<file path="src/rtl/acc_controller.sv">
`default_nettype none
// ============================================================================
//  Module   : acc_controller
//  Purpose  : Multi-cycle control sequencer for the EnDMe accumulator
//             datapath. Fetches 9-bit instructions, decodes them and drives
//             the accumulator source select / write strobe together with the
//             register-file, data-memory, ALU and PC controls.
//  Ports    :
//    clk, rst_n        clock, asynchronous active-low reset
//    i_start           leave IDLE and begin fetching
//    i_instr           9-bit instruction (opcode = [8:6])
//    i_instr_valid     instruction-memory acknowledge for o_fetch_req
//    i_mem_ready       data-memory acknowledge for o_mem_read/o_mem_write
//    i_acc_zero        accumulator == 0, consulted by BRZ
//    o_fetch_req       instruction fetch request
//    o_acc_data_ctrl   accumulator source: 00 imm, 01 reg, 10 mem, 11 alu
//    o_acc_write       accumulator write strobe (1-cycle pulse)
//    o_reg_write       register-file write strobe
//    o_mem_read/write  data-memory strobes, held for the handshake
//    o_operand         instr[5:0] of the current instruction
//    o_alu_op          instr[5:3] of the current instruction
//    o_pc_inc/o_pc_load PC controls (1-cycle pulses)
//    o_busy            high outside IDLE and HALT
//    o_halted/o_error  sticky status flags
//    o_instr_count     retired-instruction count, saturating
//  Revision : 1.0  initial release
// ============================================================================
module acc_controller #(
    parameter int MEM_TIMEOUT = 8
) (
    input  logic        clk,
    input  logic        rst_n,
    input  logic        i_start,
    input  logic [8:0]  i_instr,
    input  logic        i_instr_valid,
    input  logic        i_mem_ready,
    input  logic        i_acc_zero,
    output logic        o_fetch_req,
    output logic [1:0]  o_acc_data_ctrl,
    output logic        o_acc_write,
    output logic        o_reg_write,
    output logic        o_mem_read,
    output logic        o_mem_write,
    output logic [5:0]  o_operand,
    output logic [2:0]  o_alu_op,
    output logic        o_pc_inc,
    output logic        o_pc_load,
    output logic        o_busy,
    output logic        o_halted,
    output logic        o_error,
    output logic [15:0] o_instr_count
);

    localparam logic [7:0] c_TIMEOUT = 8'(MEM_TIMEOUT);

    localparam logic [2:0] c_OP_LDI  = 3'd0;
    localparam logic [2:0] c_OP_LDR  = 3'd1;
    localparam logic [2:0] c_OP_LDM  = 3'd2;
    localparam logic [2:0] c_OP_ALU  = 3'd3;
    localparam logic [2:0] c_OP_STR  = 3'd4;
    localparam logic [2:0] c_OP_STM  = 3'd5;
    localparam logic [2:0] c_OP_BRZ  = 3'd6;
    localparam logic [2:0] c_OP_HALT = 3'd7;

    typedef enum logic [2:0] {
        S_IDLE   = 3'd0,
        S_FETCH  = 3'd1,
        S_DECODE = 3'd2,
        S_EXEC   = 3'd3,
        S_WB     = 3'd4,
        S_HALT   = 3'd5
    } state_t;

    state_t      r_state;
    state_t      w_state_nxt;

    logic [2:0]  r_opcode;      // opcode field of the instruction register
    logic [7:0]  r_wait;        // EXEC cycle number of a memory handshake
    logic [7:0]  w_wait_nxt;

    logic        r_fetch_req;
    logic [1:0]  r_acc_data_ctrl;
    logic        r_acc_write;
    logic        r_reg_write;
    logic        r_mem_read;
    logic        r_mem_write;
    logic [5:0]  r_operand;
    logic [2:0]  r_alu_op;
    logic        r_pc_inc;
    logic        r_pc_load;
    logic        r_busy;
    logic        r_halted;
    logic        r_error;
    logic [15:0] r_instr_count;

    logic        w_ld_ir;
    logic        w_acc_write;
    logic        w_reg_write;
    logic        w_mem_read;
    logic        w_mem_write;
    logic        w_pc_inc;
    logic        w_pc_load;
    logic        w_err_set;
    logic        w_retire;

    // Every output is registered, so the combinational block computes the
    // value each output must carry in the *next* state; the register stage
    // then presents it glitch-free for exactly the cycles of that state.
    always_comb begin
        w_state_nxt = r_state;
        w_wait_nxt  = r_wait;
        w_ld_ir     = 1'b0;
        w_acc_write = 1'b0;
        w_reg_write = 1'b0;
        w_mem_read  = 1'b0;
        w_mem_write = 1'b0;
        w_pc_inc    = 1'b0;
        w_pc_load   = 1'b0;
        w_err_set   = 1'b0;

        case (r_state)
            S_IDLE: begin
                if (i_start) begin
                    w_state_nxt = S_FETCH;
                end
            end

            S_FETCH: begin
                if (i_instr_valid) begin
                    w_ld_ir     = 1'b1;
                    w_state_nxt = S_DECODE;
                end
            end

            S_DECODE: begin
                if (r_opcode == c_OP_HALT) begin
                    w_state_nxt = S_HALT;
                end else begin
                    w_state_nxt = S_EXEC;
                    w_wait_nxt  = 8'd1;     // EXEC entry is cycle 1
                    case (r_opcode)
                        c_OP_LDI, c_OP_LDR, c_OP_ALU: begin
                            w_acc_write = 1'b1;
                            w_pc_inc    = 1'b1;
                        end
                        c_OP_STR: begin
                            w_reg_write = 1'b1;
                            w_pc_inc    = 1'b1;
                        end
                        c_OP_BRZ: begin
                            w_pc_load   = i_acc_zero;
                            w_pc_inc    = ~i_acc_zero;
                        end
                        c_OP_LDM: w_mem_read  = 1'b1;
                        c_OP_STM: w_mem_write = 1'b1;
                        default: ;
                    endcase
                end
            end

            S_EXEC: begin
                if ((r_opcode == c_OP_LDM) || (r_opcode == c_OP_STM)) begin
                    if (i_mem_ready) begin
                        // LDM writes the accumulator in WB; STM's retire
                        // pulse lands in the first cycle of the next FETCH.
                        w_pc_inc = 1'b1;
                        if (r_opcode == c_OP_LDM) begin
                            w_acc_write = 1'b1;
                            w_state_nxt = S_WB;
                        end else begin
                            w_state_nxt = S_FETCH;
                        end
                    end else if (r_wait >= c_TIMEOUT) begin
                        w_err_set   = 1'b1;
                        w_state_nxt = S_HALT;
                    end else begin
                        w_wait_nxt  = r_wait + 8'd1;
                        w_mem_read  = (r_opcode == c_OP_LDM);
                        w_mem_write = (r_opcode == c_OP_STM);
                    end
                end else begin
                    w_state_nxt = S_FETCH;
                end
            end

            S_WB: begin
                w_state_nxt = S_FETCH;
            end

            S_HALT: begin
                w_state_nxt = S_HALT;
            end

            default: begin
                w_state_nxt = S_IDLE;
            end
        endcase

        w_retire = w_pc_inc | w_pc_load;
    end

    always_ff @(posedge clk or negedge rst_n) begin
        if (!rst_n) begin
            r_state         <= S_IDLE;
            r_opcode        <= 3'd0;
            r_wait          <= 8'd0;
            r_fetch_req     <= 1'b0;
            r_acc_data_ctrl <= 2'b00;
            r_acc_write     <= 1'b0;
            r_reg_write     <= 1'b0;
            r_mem_read      <= 1'b0;
            r_mem_write     <= 1'b0;
            r_operand       <= 6'd0;
            r_alu_op        <= 3'd0;
            r_pc_inc        <= 1'b0;
            r_pc_load       <= 1'b0;
            r_busy          <= 1'b0;
            r_halted        <= 1'b0;
            r_error         <= 1'b0;
            r_instr_count   <= 16'd0;
        end else begin
            r_state     <= w_state_nxt;
            r_wait      <= w_wait_nxt;
            r_fetch_req <= (w_state_nxt == S_FETCH);
            r_acc_write <= w_acc_write;
            r_reg_write <= w_reg_write;
            r_mem_read  <= w_mem_read;
            r_mem_write <= w_mem_write;
            r_pc_inc    <= w_pc_inc;
            r_pc_load   <= w_pc_load;
            r_busy      <= (w_state_nxt != S_IDLE) && (w_state_nxt != S_HALT);
            r_halted    <= (w_state_nxt == S_HALT);
            r_error     <= r_error | w_err_set;

            // Decode fields are captured on the fetch edge so they are
            // already valid throughout DECODE: the accumulator source select
            // is then stable a full cycle ahead of any acc_write.
            if (w_ld_ir) begin
                r_opcode  <= i_instr[8:6];
                r_operand <= i_instr[5:0];
                r_alu_op  <= i_instr[5:3];
                if (!i_instr[8]) begin
                    r_acc_data_ctrl <= i_instr[7:6];
                end
            end

            if (w_retire && (r_instr_count != 16'hFFFF)) begin
                r_instr_count <= r_instr_count + 16'd1;
            end
        end
    end

    assign o_fetch_req     = r_fetch_req;
    assign o_acc_data_ctrl = r_acc_data_ctrl;
    assign o_acc_write     = r_acc_write;
    assign o_reg_write     = r_reg_write;
    assign o_mem_read      = r_mem_read;
    assign o_mem_write     = r_mem_write;
    assign o_operand       = r_operand;
    assign o_alu_op        = r_alu_op;
    assign o_pc_inc        = r_pc_inc;
    assign o_pc_load       = r_pc_load;
    assign o_busy          = r_busy;
    assign o_halted        = r_halted;
    assign o_error         = r_error;
    assign o_instr_count   = r_instr_count;

endmodule
`default_nettype wire
</file>
<file path="config.mk">
export PLATFORM = sky130hd
export DESIGN_NAME = acc_controller
export DESIGN_NICKNAME = d
export VERILOG_FILES = /design/src/rtl/acc_controller.sv
export SDC_FILE = /design/constraint.sdc
export NUM_CORES = 1
export LEC_CHECK = 0
export ABC_AREA = 1
export BUFFER_PORTS_ARGS = -buffer_cell sky130_fd_sc_hd__buf_2
export CAP_MARGIN = 20
export CORE_MARGIN = 5
export CORE_UTILIZATION = 55
export DETAILED_ROUTE_END_ITERATION = 8
export MAX_ROUTING_LAYER = met4
export PLACE_DENSITY = 0.76
export SLEW_MARGIN = 10
export SYNTH_ARGS = -nofsm -noshare
export SYNTH_HDL_FRONTEND = slang
export SYNTH_SLANG_ARGS = --single-unit
</file>
<file path="constraint.sdc">
create_clock -name clk -period 3.7 [get_ports clk]
set_input_delay 0.185 -clock clk [delete_from_list [all_inputs] [get_ports clk]]
set_output_delay 0.185 -clock clk [all_outputs]
set_load 0.02 [all_outputs]
</file>
# ---- After elaboration in Yosys (flattened, before gate mapping)
# Cells that the tools add are included.
# W data, S select, Z words.
dict set report classes {
  add_sub_neg 2
  n_lt_le_gt_ge 1
  eq_ne 20
  muxes 47
  bitwise 4
  n_reduce_logical 11
}
# operator count
set op_table {}
lappend op_table {{$mux W8} 4}
lappend op_table {{$mux W1} 29}
lappend op_table {{$eq A3 B3 Y1 const B} 7}
lappend op_table {{$mux W3} 7}
lappend op_table {{$pmux W3 S6} 1}
lappend op_table {{$add A16 B1 Y16 const B} 1}
lappend op_table {{$ne A16 B16 Y1 const B} 1}
lappend op_table {{$pmux W8 S2} 1}
lappend op_table {{$eq A3 B2 Y1 const B} 4}
lappend op_table {{$pmux W1 S2} 5}
lappend op_table {{$eq A3 B1 Y1 const B} 3}
lappend op_table {{$add A8 B1 Y8 const B} 1}
lappend op_table {{$ge A8 B4 Y1 const B} 1}
lappend op_table {{$ne A2 B2 Y1 const B} 4}
lappend op_table {{$logic_not A3 Y1} 2}
lappend op_table {{$reduce_and A5 Y1} 1}
lappend op_table {{$reduce_or A4 Y1} 1}
lappend op_table {{$ne A3 B3 Y1 const B} 1}
lappend op_table {{$reduce_bool A3 Y1} 1}
lappend op_table {{$reduce_or A3 Y1} 1}
lappend op_table {{$logic_and A1 B1 Y1} 2}
lappend op_table {{$not A1 Y1} 2}
lappend op_table {{$or A1 B1 Y1} 2}
lappend op_table {{$reduce_and A2 Y1} 1}
lappend op_table {{other kinds (2)} 2}
dict set report totals {
  regBits 51
  out_inout_bits 37
  wordCells 102
}

# ---- Depth between registers and ports, before layout
dict set report logic_depth {
  word_depth 7
  depth_mapped 9
}

# ---- Worst setup path before layout
# OpenSTA, ideal clock, no wires.
dict set report synth_timing {
  kind {register to register}
  startpoint {register r_instr_count[0], in the netlist o_instr_count[0]}
  endpoint {register r_instr_count[2], in the netlist o_instr_count[2]}
  setup_ps 118
  arrival_time_ps 1519
  required_ps 3582
  setup_slack_ps 2063
  path_stages_with_launch 8
  path_buffers 1
  path_cell_list {dfrtp_1 > ha_1 > nand3_2 > nor2_4 > nand4_4 > buf_2 > nand3_1 > nand2_1}
}
dict set report synth_between {
  elab_chain_cells 2
  elab_cells_between_ends 3
}
# item line
set synth_rtl {}
lappend synth_rtl {{start: declaration} 94} ;# logic [15:0] r_instr_count;
lappend synth_rtl {{start signal: assignment} 248} ;# r_instr_count <= r_instr_count + 16'd1;
lappend synth_rtl {{branches (longest 2 deep; another with $add A16 B1 Y16)} n/a}
# Parallel ways; which one is timed is not known.
# A chain may end at the register's enable or synchronous reset.

# ---- Worst setup path in the final report
# Ends and elaborated chain as after synthesis.

==> out/metrics.yaml <==
whs_ps: 80.9
worst_path_max_delay_cell: "dfrtp_1"
total_leakage_power_nw: 1.58
port_buffers: 51
placed_cell_area_sq_mm: 0.00277
startpoint_type: "register"
synth_compound_area_share_pct: 3.90
n_antenna_cell: 0
gp_congestion: 0.870
ir_worst_vdd_mv: 0.386
synthAdderAreaFrac_pct: 1.50
dpl.hpwl_mm: 3.86
period_share_pct: 47.7
ys_seq_area_share_pct: 48.0
wl_mm: 5.20
holdCritPathClass: "primary input to register"
drc: 0
crit_path_end_kind: "register"
ant_nets: 0
post_route_cells_drive_above_1_share_pct: 20.5
synth.avg_cell_area_sq_um: 7.78
post-route-cell-area_sq_mm: 0.00288
yosys.area_share.simple_pct: 36.0
final_nets: 393
critical_path_arrival_ps: 2000
crit_fanout: 17
clock_path_buffers: 2
path_delay_family: "simple AND/OR/NAND/NOR gates"
finClkSkew_ps: 8.55
cts_made_buffers: 5
relSlewSlack_pct: 68.3
synth_ff_type: "dfrtp_1"
grt_max_degree: 49
rsz0062_at_grt: "false"
cts_setup_buffers: 0
grt_pass1_vias: 1990
path_class: "register to register"
core-area_sq_mm: 0.00438
critPathMostFrequentCell: "nand2_1"
max_freq_mhz: 567
synth_top_family_by_area: "simple AND/OR/NAND/NOR gates"
grt.total_usage_pct: 18.9
synth_top_area_share_pct: 48.0
clk_pin_slew_worst_paths_ps: 80
status: "finished, final reports clean"
yosys_warnings: 0
die_x_um: 77.5
fin_cells: 427
yosys.cell_types.count: 31
synth_xor_area_share_pct: 3.50
cts_sinks: 48
synth-seq-cells: 48
nFillCells: 372
viasPerCell: 5.01
synth_edf_count: 0
cts_resized: 0
clk_latency_ps: 300
synthCells: 322
slew_viol_final: 0
overflow: 0
syn_to_final_growth_pct: 15.2
die_y_um: 77.5
layout_setup_ws_ps: 1940
ioPinCount: 52
final_util_pct: 65.8
synthesis.nets: 340
cts_tree: "built"
hold_violations: 0
fin_setup_tns_ps: 0
p_per_area_mw_per_mm2: 619
yosys-top-cells-area: "dfrtp_1 48%, nand2_1 16%, nand3_1 6.6%, nor2_1 6.1%, inv_1 4.3%"
vias: 2140
rows: 24
worstMarginPinSlew_ps: 474
synth.mux.area_fraction_pct: 0
cpPeakStageDelay_ps: 430
max_cap_violations: 0
initial_utilization_pct: 57.1
ctsHtreeMaxLevel: 2
dp_slack_ps: 1950
placed_cells: 418
synth_common_cells: "108 x nand2_1, 48 x dfrtp_1, 41 x nor2_1"
drt_iter0_drc: 140
syn-cell-area_sq_mm: 0.00250
cp.required_ps: 3940
cts_root_buf: "clkbuf_8"
crit_chain: "ha_1, nand3_2, nor2_4, nand4_4, nand2_4, nand2_1, nand2_1"
yosysMostFrequentCell: "nand2_1"
grt_first_pass_wirelength_mm: 9.07
drt-pass1-iter-count: 4
synth_top_cell_by_area: "dfrtp_1"
postSynth.asyncResetShare_pct: 100
design_power_total_mw: 1.79
dieArea_sq_mm: 0.00600
path_buf_inv: 0
antenna_found_initial: 0
period_needed_ps: 1760
wl_per_cell_um: 12.2
setup_violations: 0
==> area by class of cell <==
type	count	area, sq um	share of cell area, %
flip-flops and latches	48	1200	41.6
repair buffers	53	285	9.89
clock buffers	5	68.8	2.39
multi-input cells	233	1120	39.0
clock inverters	2	12.5	0.434
inverters	34	128	4.43
well taps	52	65.1	2.26
==> state kept, by name, indices dropped and copies added (netlist names), 2 cells and up <==
register	flops
r_opcode	3
r_state	3
o_operand	6
o_instr_count	16
o_acc_data_ctrl	2
r_wait	8
==> path summary, 6_finish.rpt <==
check,slack (ps),cells after the start,start,end
max in group asynchronous,2940,3,rst_n,o_instr_count[4]$_DFFE_PN0P_
setup reg to reg,1940,7,o_instr_count[0]$_DFFE_PN0P_,o_instr_count[2]$_DFFE_PN0P_
setup / recovery,1940,7,o_instr_count[0]$_DFFE_PN0P_,o_instr_count[2]$_DFFE_PN0P_
hold reg to reg,480,1,o_error$_DFF_PN0_,o_error$_DFF_PN0_
hold / removal,80,3,i_instr[5],o_operand[5]$_DFFE_PN0P_
min in group asynchronous,300,2,rst_n,o_halted$_DFF_PN0_
==> tightest hold or removal path, stage by stage <==
cell and delay, ps:
buf_2 70, nand2_1 40, nand2_1 50
==> layer usage <==
| layer | vias up | routed length, um | share of wire (%) | global-route usage [%] |
|---|---|---|---|---|
| li1 | 1116 | - | - | - |
| met1 | 956 | 2540 | 49 | 26.2 |
| met2 | 60 | 2230 | 43 | 27.8 |
| met4 | 0 | 76 | 1.5 | 6.53 |
| met3 | 8 | 356 | 6.9 | 3.82 |
| met5 | - | 0 | 0 | - |
==> logic make-up after synthesis <==
group,after synthesis
buffers and inverters,41
and+or+nand+nor,202
adders and majority gates,3
DFF,48
xor gates and xnor gates,10
AOI/OAI and AO/OA,18
==> power by group <==
group / switching, mW / leakage [nW] / internal, mW
Sequential: 0.110 / 0.635 / 0.653
Combinational: 0.492 / 0.907 / 0.229
Clock: 0.174 / 0.0400 / 0.128
==> cell usage in the layout (no fill, tap or decap), drive strengths merged <==
cell type	instances
nand3	36
nand3b	1
clkinvlp	1
clkbuf	5
o21bai	1
xnor2	4
nor3	1
nor2	45
nand4	6
a21oi	2
dfrtp	48
xor2	6
o21ai	13
dlygate4sd3	1
or2	2
buf	52
inv	34
clkinv	1
nand2	110
ha	3
o31ai	1
nor4	1
o21a	1
==> what timing repair did <==
action / 4_1_cts / 5_1_grt
setup endpoints to repair: 0 / 0
hold endpoints to repair: 0 / 11
hold buffers: 0 / 1
Note: power is estimated with default switching activity, not from simulation.
